<file path="config.mk">
export PLATFORM = sky130hd
export DESIGN_NAME = a2d_scan_ctrl
export DESIGN_NICKNAME = d
export VERILOG_FILES = /design/src/rtl/a2d_pkg.sv /design/src/rtl/a2d_res_file.sv /design/src/rtl/a2d_scan_ctrl.sv
export SDC_FILE = /design/constraint.sdc
export NUM_CORES = 1
export LEC_CHECK = 0
export BUFFER_PORTS_ARGS = -buffer_cell sky130_fd_sc_hd__clkbuf_2
export CAP_MARGIN = 40
export CORE_ASPECT_RATIO = 0.6
export CORE_UTILIZATION = 59
export DETAILED_ROUTE_END_ITERATION = 6
export PLACE_DENSITY = 0.8
export SLEW_MARGIN = 20
export SYNTH_ARGS = -nofsm -noshare
export SYNTH_HDL_FRONTEND = slang
export SYNTH_SLANG_ARGS = --single-unit
export TNS_END_PERCENT = 1
</file>
<file path="constraint.sdc">
create_clock -name clk -period 2.3 [get_ports clk]
set_input_delay 0.23 -clock clk [delete_from_list [all_inputs] [get_ports clk]]
set_output_delay 0.23 -clock clk [all_outputs]
set_load 0.05 [all_outputs]
</file>
<file path="src/rtl/a2d_pkg.sv">
// Shared types and command-field constants for the A2D channel-sweep sequencer.
package a2d_pkg;

    localparam int unsigned MAX_CHNL   = 8;
    localparam int unsigned CMD_W      = 16;
    localparam int unsigned DATA_W     = 16;
    localparam int unsigned CMD_CH_LSB = 11;
    localparam int unsigned CMD_CH_W   = 3;
    localparam int unsigned RES_W      = 12;

    typedef enum logic [2:0] {
        IDLE,
        SEND_CH,
        WAIT_CH,
        SEND_RD,
        WAIT_RD,
        STORE
    } state_t;

    // Channel-select command word: channel in [13:11], everything else zero.
    function automatic logic [CMD_W-1:0] ch_cmd(input logic [CMD_CH_W-1:0] ch);
        logic [CMD_W-1:0] w;
        w = '0;
        w[CMD_CH_LSB +: CMD_CH_W] = ch;
        return w;
    endfunction

endpackage

</file>
<file path="src/rtl/a2d_res_file.sv">
// NUM_CHNL x RES_W result registers; one write port, asynchronous read that returns 0 out of range.
module a2d_res_file
    import a2d_pkg::*;
#(
    parameter int unsigned NUM_CHNL = MAX_CHNL
) (
    input  logic                clk,
    input  logic                rst_n,
    input  logic                we,
    input  logic [CMD_CH_W-1:0] wr_idx,
    input  logic [RES_W-1:0]    wr_val,
    input  logic [CMD_CH_W-1:0] rd_idx,
    output logic [RES_W-1:0]    rd_val
);

    logic [RES_W-1:0] mem [NUM_CHNL];

    for (genvar i = 0; i < NUM_CHNL; i++) begin : g_ent
        always_ff @(posedge clk or negedge rst_n) begin
            if (!rst_n) begin
                mem[i] <= '0;
            end else if (we && (wr_idx == CMD_CH_W'(i))) begin
                mem[i] <= wr_val;
            end
        end
    end

    always_comb begin
        rd_val = '0;
        for (int unsigned i = 0; i < NUM_CHNL; i++) begin
            if (rd_idx == CMD_CH_W'(i)) begin
                rd_val = mem[i];
            end
        end
    end

endmodule

</file>
<file path="src/rtl/a2d_scan_ctrl.sv">
// Sweeps channels 0..NUM_CHNL-1 through the SPI master, two transactions per channel,
// and keeps the latest 12-bit conversion of each channel in a readable result file.
module a2d_scan_ctrl
    import a2d_pkg::*;
#(
    parameter int unsigned NUM_CHNL = MAX_CHNL
) (
    input  logic                clk,
    input  logic                rst_n,
    input  logic                strt,
    output logic                busy,
    output logic                cnv_cmplt,
    input  logic [CMD_CH_W-1:0] rd_chnl,
    output logic [RES_W-1:0]    res,
    output logic                wrt,
    output logic [CMD_W-1:0]    cmd,
    input  logic                done,
    input  logic [DATA_W-1:0]   rd_data
);

    localparam logic [CMD_CH_W-1:0] LAST_CH = CMD_CH_W'(NUM_CHNL - 1);

    state_t              state_q, state_d;
    logic [CMD_CH_W-1:0] ch_q, ch_d;
    logic                busy_q, busy_d;
    logic                cnv_q, cnv_d;
    logic                wrt_q, wrt_d;
    logic [CMD_W-1:0]    cmd_q, cmd_d;
    logic                store_c;

    // Status nibble of the SPI word carries no conversion data.
    logic unused_rd_hi;
    assign unused_rd_hi = ^rd_data[DATA_W-1:RES_W];

    always_ff @(posedge clk or negedge rst_n) begin
        if (!rst_n) begin
            state_q <= IDLE;
            ch_q    <= '0;
            busy_q  <= 1'b0;
            cnv_q   <= 1'b0;
            wrt_q   <= 1'b0;
            cmd_q   <= '0;
        end else begin
            state_q <= state_d;
            ch_q    <= ch_d;
            busy_q  <= busy_d;
            cnv_q   <= cnv_d;
            wrt_q   <= wrt_d;
            cmd_q   <= cmd_d;
        end
    end

    always_comb begin
        state_d = state_q;
        ch_d    = ch_q;
        busy_d  = busy_q;
        cnv_d   = cnv_q;
        store_c = 1'b0;

        unique case (state_q)
            IDLE: begin
                if (strt) begin
                    state_d = SEND_CH;
                    ch_d    = '0;
                    busy_d  = 1'b1;
                    cnv_d   = 1'b0;
                end
            end
            SEND_CH: state_d = WAIT_CH;
            WAIT_CH: if (done) state_d = SEND_RD;
            SEND_RD: state_d = WAIT_RD;
            WAIT_RD: if (done) state_d = STORE;
            STORE: begin
                store_c = 1'b1;
                if (ch_q == LAST_CH) begin
                    state_d = IDLE;
                    busy_d  = 1'b0;
                    cnv_d   = 1'b1;
                end else begin
                    state_d = SEND_CH;
                    ch_d    = CMD_CH_W'(ch_q + CMD_CH_W'(1));
                end
            end
            default: state_d = IDLE;
        endcase

        // wrt/cmd are registered, so they are decoded from the state being entered.
        wrt_d = (state_d == SEND_CH) || (state_d == SEND_RD);
        cmd_d = wrt_d ? ch_cmd(ch_d) : cmd_q;
    end

    a2d_res_file #(
        .NUM_CHNL (NUM_CHNL)
    ) u_res_file (
        .clk    (clk),
        .rst_n  (rst_n),
        .we     (store_c),
        .wr_idx (ch_q),
        .wr_val (rd_data[RES_W-1:0]),
        .rd_idx (rd_chnl),
        .rd_val (res)
    );

    assign busy      = busy_q;
    assign cnv_cmplt = cnv_q;
    assign wrt       = wrt_q;
    assign cmd       = cmd_q;

endmodule

</file>
== Word-level counts from Yosys, hierarchy flattened ==
Index checks and enable logic that the tools add are counted.

* Equality and inequality tests: 23
* Reductions and logical operators: 14
* Multiplexer cells: 23
* Add/subtract/negate cells: 1

{| class="wikitable"
|+ Operator list
! kind !! count
|-
| $mux 12 || 8
|-
| $eq 3x3->1 const B || 10
|-
| $eq 3x2->1 const B || 7
|-
| $pmux 3 s6 || 1
|-
| $mux 3 || 5
|-
| $eq 3x1->1 const B || 4
|-
| $logic_not 3->1 || 3
|-
| $logic_and 1x1->1 || 8
|-
| $mux 1 || 6
|-
| $pmux 3 s2 || 1
|-
| $ne 2x2->1 const B || 2
|-
| $pmux 1 s2 || 2
|-
| $add 3x1->3 const B || 1
|-
| $reduce_and 3->1 || 1
|-
| $reduce_bool 2->1 || 1
|-
| $logic_or 1x1->1 || 1
|}

* Output and inout bits: 31
* Bits of input ports: 23
* Logic and storage cells: 75
* Register bits: 108

== Logic depth before layout (Yosys ltp) ==
Gate-level depths: netlist (run 1).

* Depth in word-level cells: 9
* Gate-level depth with buffers: 7
* Mapped depth without buffers: 6

== Hierarchy ==
A second synthesis (run 1) with hierarchy kept.

* Cell total of the unflattened synthesis: 321
* Area, all modules: 5,112.4 µm²

{| class="wikitable"
|+ By module, submodules not included
! module !! instances !! area an instance (µm²) !! cells an instance
|-
| a2d_res_file || 1 || 4,414.2 || 251
|-
| a2d_scan_ctrl || 1 || 698.2 || 70
|}

== Worst setup path after synthesis (run 1) ==
Ideal clock, no wire load.

* Path kind: input-to-output
* Start: in rd_chnl[1]
* End: out res[8]
* Required time: 2.070 ns
* Data arrival time: 1.601 ns
* Buffers on the path: 2
* Path slack: 0.469 ns
* Stages on the path: 5
* Cells stage by stage: clkbuf_1 -> buf_2 -> mux4_2 -> nor2b_1 -> a221o_1

* Cells in the longest elaborated chain, start to end: 9
* Elaborated cells on any way between the ends: 16
* Those cells by class: eq/ne: 7; mux: 8; reduce/logical: 1

{| class="wikitable"
|+ Ends and longest elaborated chain
! what !! line !! text
|-
| start: declaration || a2d_scan_ctrl.sv:13 || <nowiki>input logic [CMD_CH_W-1:0] rd_chnl,</nowiki>
|-
| $logic_not 3->1 || a2d_res_file.sv:31 || <nowiki>if (rd_idx == CMD_CH_W'(i)) begin</nowiki>
|-
| $mux 12 (7 in a row) || a2d_res_file.sv:31 ||
|-
| $mux 12 * || a2d_res_file.sv:31 ||
|-
| end: declaration || a2d_scan_ctrl.sv:14 || <nowiki>output logic [RES_W-1:0] res,</nowiki>
|}

Every way passes the cells marked *; elsewhere a longest branch is shown, timed or not.

== Final worst setup path (run 1) ==
* Start: reg u_res_file.mem[77] in the netlist's numbering
* End: out res[5]

* Cells in the longest elaborated chain, start to end: 7

{| class="wikitable"
|+ Ends and longest elaborated chain
! what !! line !! text
|-
| start: declaration || a2d_res_file.sv:16 || <nowiki>logic [RES_W-1:0] mem [NUM_CHNL];</nowiki>
|-
| start signal: indexed assignment || a2d_res_file.sv:23 || <nowiki>mem[i] <= wr_val;</nowiki>
|-
| $mux 12 (7 in a row) || a2d_res_file.sv:31 ||
|}

Every way passes these cells.

==> impl_metrics.json, run 1 <==
{
  "status": "finished, final reports clean",
  "synth_enable_flop_cells": 0,
  "grt_pass1_vias": 3255,
  "numCtsBuffers": 9,
  "r2r-start": "state_q[1]",
  "hp-start": "rd_data[3]",
  "r2r_cells": 4,
  "worstPathMaxFanout": 2,
  "post-dp-hpwl_mm": 6.73,
  "holdWs_ns": 0.231,
  "routed_via_density": 5.98,
  "synth_area_leader_cell": "dfrtp_1",
  "drc_errors": 0,
  "yosysWarningCount": 0,
  "syn2layout_area_growth_pct": 11.0,
  "drive_above_1_share_pct": 43.6,
  "end_kind": "output pin",
  "die_w_um": 122,
  "num-nets-final": 428,
  "critPathSlowestCell": "mux4_1",
  "whs_path_depth": 2,
  "num_rows": 25,
  "cts_tree": "yes",
  "clk-insertion-delay-late_ns": 0.35,
  "final-hold-violation-count": 0,
  "grt_setup_unrepaired": "false",
  "async_reset_ff_share_pct": 100,
  "synthCells": 360,
  "final_core_util_pct": 70.0,
  "synth.most_common_cell": "dfrtp_1",
  "finish.instance_area_um2": 5690,
  "ys_seq_elements": 108,
  "worstPathArrival_ns": 1.90,
  "cellPowerDensity_nw_per_um2": 1130,
  "crit_type": "flop to output pin",
  "htree_levels": 3,
  "path_cells": "mux4_1, nor2b_1, a221o_1, clkbuf_2",
  "holdCritPathClass": "primary input to flop",
  "io_buffers": 36,
  "worst_ir_drop_vdd_mv": 0.713,
  "die_area_um2": 9080,
  "first_pass_iters": 4,
  "grt_pass1_wl_mm": 17.1,
  "die_h_um": 74.2,
  "synth.distinct_cells": 36,
  "syn_avg_cell_area_um2": 14.2,
  "finalWirelength_mm": 10.3,
  "fin_tns_setup_ns": 0,
  "grt_max_degree": 73,
  "layout.area.seq_um2": 2700,
  "diodes": 0,
  "place_congestion": 0.823,
  "finalCritPeriodShare_pct": 92.8,
  "multi_input_area_um2": 2220,
  "startpoint": "u_res_file.mem[77]",
  "fill_cells": 559,
  "start_util_pct": 63.1,
  "synth_area_um2": 5130,
  "wl_per_cell_um": 20.0,
  "grt_usage_pct": 26.1,
  "core_area_um2": 8130,
  "dr_total_vias": 3074,
  "yosysSeqAreaShare_pct": 52.7,
  "antenna_found_initial": 0,
  "drt_iter0_drc": 218,
  "maxCapViolations": 0,
  "start_kind": "flop",
  "p_leak_uw": 0.00260,
  "slew_viol_final": 0,
  "cts_num_sinks": 108,
  "synth_top_cell_area_share_pct": 52.7,
  "clockRootBuffer": "clkbuf_16",
  "ios": 54,
  "cp.required_ns": 2.07,
  "clk_pin_slew_worst_paths_ns": 0.07,
  "setup_violations": 0,
  "finClkSkew_ns": 0.00504,
  "fin_crit_ns": 2.13,
  "ys.flop_type": "dfrtp_1",
  "max_stage_delay_ns": 0.51,
  "place_area_um2": 5400,
  "synth_area_leaders": "dfrtp_1 (53%), mux2_2 (22%), mux4_1 (5.6%)",
  "grt_overflow": 0,
  "fmax_mhz": 469,
  "clockBufferDepth": 2,
  "final_antenna_net_count": 0,
  "ctsResizeCount": 0,
  "synthTopCellsByCount": "dfrtp_1 (108), mux2_2 (99), buf_4 (16)"
}
flip-flops by register name, indices dropped and copies added (netlist names):
| register | cells |
|---|---|
| busy | 1 |
| ch_q | 3 |
| state_q | 3 |
| wrt | 1 |
| cmd | 3 |
| cnv_cmplt | 1 |
| u_res_file.mem | 96 |
power breakdown:
part,internal (uW),switching (uW)
registers,2570,419
logic,950,990
clock network,818,664
cell usage in the layout (no fill, tap or decap), types with 3 or more instances in the layout:
cell type and n:
a221o_1 8, buf_4 14, clkbuf_16 9, clkbuf_2 35, clkbuf_8 3, clkinv_2 3, conb_1 13, dfrtp_1 108
ha_1 4, inv_1 5, mux2_2 99, mux2i_1 9, mux4_1 11, mux4_2 5, nand2_1 15, nand2b_1 3
nand3_1 3, nor2_1 7, nor2b_1 12, o21ai_0 13
kinds of logic (layout without fill, tap and decap cells):
| group | Yosys count | in the layout | share of synthesized area (%) |
|---|---|---|---|
| AOI/OAI and AO/OA | 31 | 31 | 4.15 |
| buffers and inverters | 39 | 73 | 5.15 |
| other | 1 | 13 | 0.0731 |
| xor gates and xnor gates | 1 | 1 | 0.171 |
| muxes | 126 | 126 | 31.9 |
| and+or+nand+nor | 50 | 50 | 4.90 |
| adders and majority gates | 4 | 4 | 0.976 |
| DFF | 108 | 108 | 52.7 |
routing by layer:
metal / GRT usage, % / vias to the layer above / part of all wire [%]
met2: 42.8 / 72 / 50
met5: 0 / - / 0
met1: 35.2 / 1620 / 46
li1: - / 1374 / -
met3: 6.29 / 8 / 3.7
met4: 7.99 / 0 / 0.75
worst paths after layout:
check	slack (ns)	endpoint
worst max-delay path	0.17	res[5]
min in group asynchronous	0.38	u_res_file.mem[94]
worst max register to register	0.57	cmd[13]
worst min register to register	0.50	busy
max in group asynchronous	1.20	u_res_file.mem[39]
worst min-delay path	0.23	u_res_file.mem[75]
metrics by stage:
step / worst slack (ns) / power (uW) / instances
2_1_floorplan: 0.469 / 4480 / 372
3_5_place_dp: 0.258 / 4960 / 497
5_1_grt: 0.103 / 6770 / 514
3_3_place_gp: 0.309 / 4800 / 497
4_1_cts: 0.144 / 6450 / 514
6_report: 0.166 / 6410 / 514
final cells by class:
class / instances / area share, %
clock buffers: 12 / 4.68
clock inverters: 4 / 0.396
inverters: 5 / 0.330
multi-input cells: 225 / 39.0
flip-flops and latches: 108 / 47.5
well taps: 108 / 2.37
repair buffers: 52 / 5.80
repair_timing:
action / in CTS / in global routing
setup endpoints to repair: 0 / 0
endpoints found under the hold margin: 36 / 0
setup buffers: 0 / 0
hold buffers: 1 / 0
worst max-delay path: cells and delay by family (launching register included):
kind,cells,cell delay (ns)
mux,1,0.51
flops,1,0.38
compound gates,1,0.28
buf+inv,1,0.24
simple gates,1,0.16
No activity file was read; power rests on OpenSTA's default activity.
==> run 2, diff against run 1 <==
--- a/config.mk
+++ b/config.mk
@@ -8,6 +8,7 @@
 export BUFFER_PORTS_ARGS = -buffer_cell sky130_fd_sc_hd__clkbuf_2
 export CAP_MARGIN = 40
 export CORE_ASPECT_RATIO = 0.6
+export CORE_MARGIN = 10
 export CORE_UTILIZATION = 59
 export DETAILED_ROUTE_END_ITERATION = 6
 export PLACE_DENSITY = 0.8
==> run 2 against run 1 <==
  * Die area increased by 43%
  * Highest routed layer unchanged
  * Largest power group unchanged
  * First-iteration DRC count decreased by 5.5%
  * Cell area increased by 0.79%
==> impl_metrics.json, run 2 (same netlist as run 1, synthesis figures left out) <==
{
  "status": "finished, final reports clean",
  "fmax_mhz": 468,
  "critPathSlowestCell": "mux4_1",
  "core_area_um2": 8490,
  "post-dp-hpwl_mm": 7.13,
  "numCtsBuffers": 9,
  "htree_levels": 3,
  "worst_ir_drop_vdd_mv": 0.621,
  "ios": 54,
  "routed_via_density": 5.86,
  "slew_viol_final": 0,
  "cp_top_family": "multiplexers",
  "worstPathArrival_ns": 1.91,
  "grt_overflow": 0,
  "multi_input_area_um2": 2220,
  "wl_per_cell_um": 20.5,
  "worstPathMaxFanout": 2,
  "final_antenna_net_count": 0,
  "final-hold-violation-count": 0,
  "finalCritPeriodShare_pct": 92.9,
  "maxCapViolations": 0,
  "cellPowerDensity_nw_per_um2": 1150,
  "mostFrequentLayoutCells": "dfrtp_1 (108), mux2_2 (99), clkbuf_2 (35)",
  "num_rows": 26,
  "finish.instance_area_um2": 5740,
  "p_leak_uw": 0.00262,
  "cp.required_ns": 2.07,
  "holdWs_ns": 0.230,
  "grt_setup_unrepaired": "false",
  "start_kind": "flop",
  "layout_commonest_cell": "dfrtp_1",
  "min_to": "u_res_file.mem[86]",
  "clockRootBuffer": "clkbuf_16",
  "clk_pin_slew_worst_paths_ns": 0.07,
  "grt_max_degree": 62,
  "r2r_slack_ns": 0.54,
  "grt_usage_pct": 16.8,
  "grt_pass1_wl_mm": 17.4,
  "drt_iter0_drc": 206,
  "die_area_um2": 12900,
  "layout.area.seq_um2": 2700,
  "drive_above_1_share_pct": 43.8,
  "antenna_found_initial": 0,
  "largest_reg_flops": 96,
  "place_area_um2": 5400,
  "diodes": 0,
  "die_h_um": 92.2,
  "io_buffers": 36,
  "place_congestion": 0.800,
  "grt_pass1_vias": 3269,
  "cts_tree": "yes",
  "end_kind": "output pin",
  "num-nets-final": 428,
  "crit_type": "flop to output pin",
  "whs_path_depth": 2,
  "finClkSkew_ns": 0.00551,
  "largest_register": "u_res_file.mem",
  "first_pass_iters": 4,
  "fin_tns_setup_ns": 0,
  "path_cells": "mux4_1, nor2b_1, a221o_1, clkbuf_2",
  "clk-insertion-delay-late_ns": 0.34,
  "r2r_cells": 5,
  "drc_errors": 0,
  "r2r-end": "cmd[13]",
  "holdCritPathClass": "primary input to flop",
  "hp-start": "rd_data[2]",
  "finalWirelength_mm": 10.6,
  "clockBufferDepth": 2,
  "setup_violations": 0,
  "start_util_pct": 60.4,
  "dr_total_vias": 3034,
  "fill_cells": 584,
  "r2r-start": "ch_q[0]",
  "die_w_um": 140,
  "path_buf_inv": 1,
  "max_stage_delay_ns": 0.51,
  "cts_num_sinks": 108,
  "fin_crit_ns": 2.14,
  "syn2layout_area_growth_pct": 11.9
}
[run 2: cell count changes in the layout (fill, tap and decap cells not counted)]
cell        change
clkinvlp_4      -1
bufinv_16       +2
clkinv_2        -1
nor2b_2         +1
clkinv_4        +2
clkbuf_8        -2
nor2b_1         -1
[run 2: stage by stage]
stage	instances	util, %	setup WS [ns]	power, uW
2_1_floorplan	372	-	0.469	4480
3_5_place_dp	501	63.6	0.182	4960
3_3_place_gp	501	63.6	0.233	4810
5_1_grt	518	67.6	0.103	6960
4_1_cts	518	67.6	0.152	6630
6_report	518	67.6	0.164	6600
[run 2: worst max path at each step]
stage / end / depth (start not counted) / startpoint / slack, ns
floorplan: res[8] / 5 / rd_chnl[1] / 0.47
global placement: res[4] / 7 / rd_chnl[0] / 0.23
detailed placement: res[5] / 7 / rd_chnl[0] / 0.18
CTS: res[3] / 4 / u_res_file.mem[75] / 0.15
global route: res[3] / 4 / u_res_file.mem[75] / 0.10
finish: res[3] / 4 / u_res_file.mem[75] / 0.16
[run 2: routing by layer]
metal,routed length (um),track usage (%),share of wire [%]
met3,641,5.15,6.0
met4,95,4.79,0.89
met1,4930,21.5,46
met2,4970,27.1,47
met5,0,0,0
[run 2: area by class of cell]
| class | count | area share (%) |
|---|---|---|
| sequential | 108 | 47.1 |
| multi-input combinational | 225 | 38.7 |
| inverter | 5 | 0.327 |
| clock buffer | 10 | 4.16 |
| timing repair buffer | 52 | 5.76 |
| clock inverter | 6 | 1.53 |
| tap | 112 | 2.44 |
[run 2: repair_timing]
action / 4_1_cts / 5_1_grt
setup endpoints to repair: 0 / 1
endpoints found under the hold margin: 19 / 0
setup buffers: 0 / 0
resized for setup: 0 / 1
hold buffers: 1 / 0
[run 2: report_power, final]
group	switching [uW]	internal [uW]	total, uW	leakage [uW]
Sequential	413	2570	2980	0.00131
Combinational	1000	951	1950	0.00114
Clock	685	984	1670	0.000162
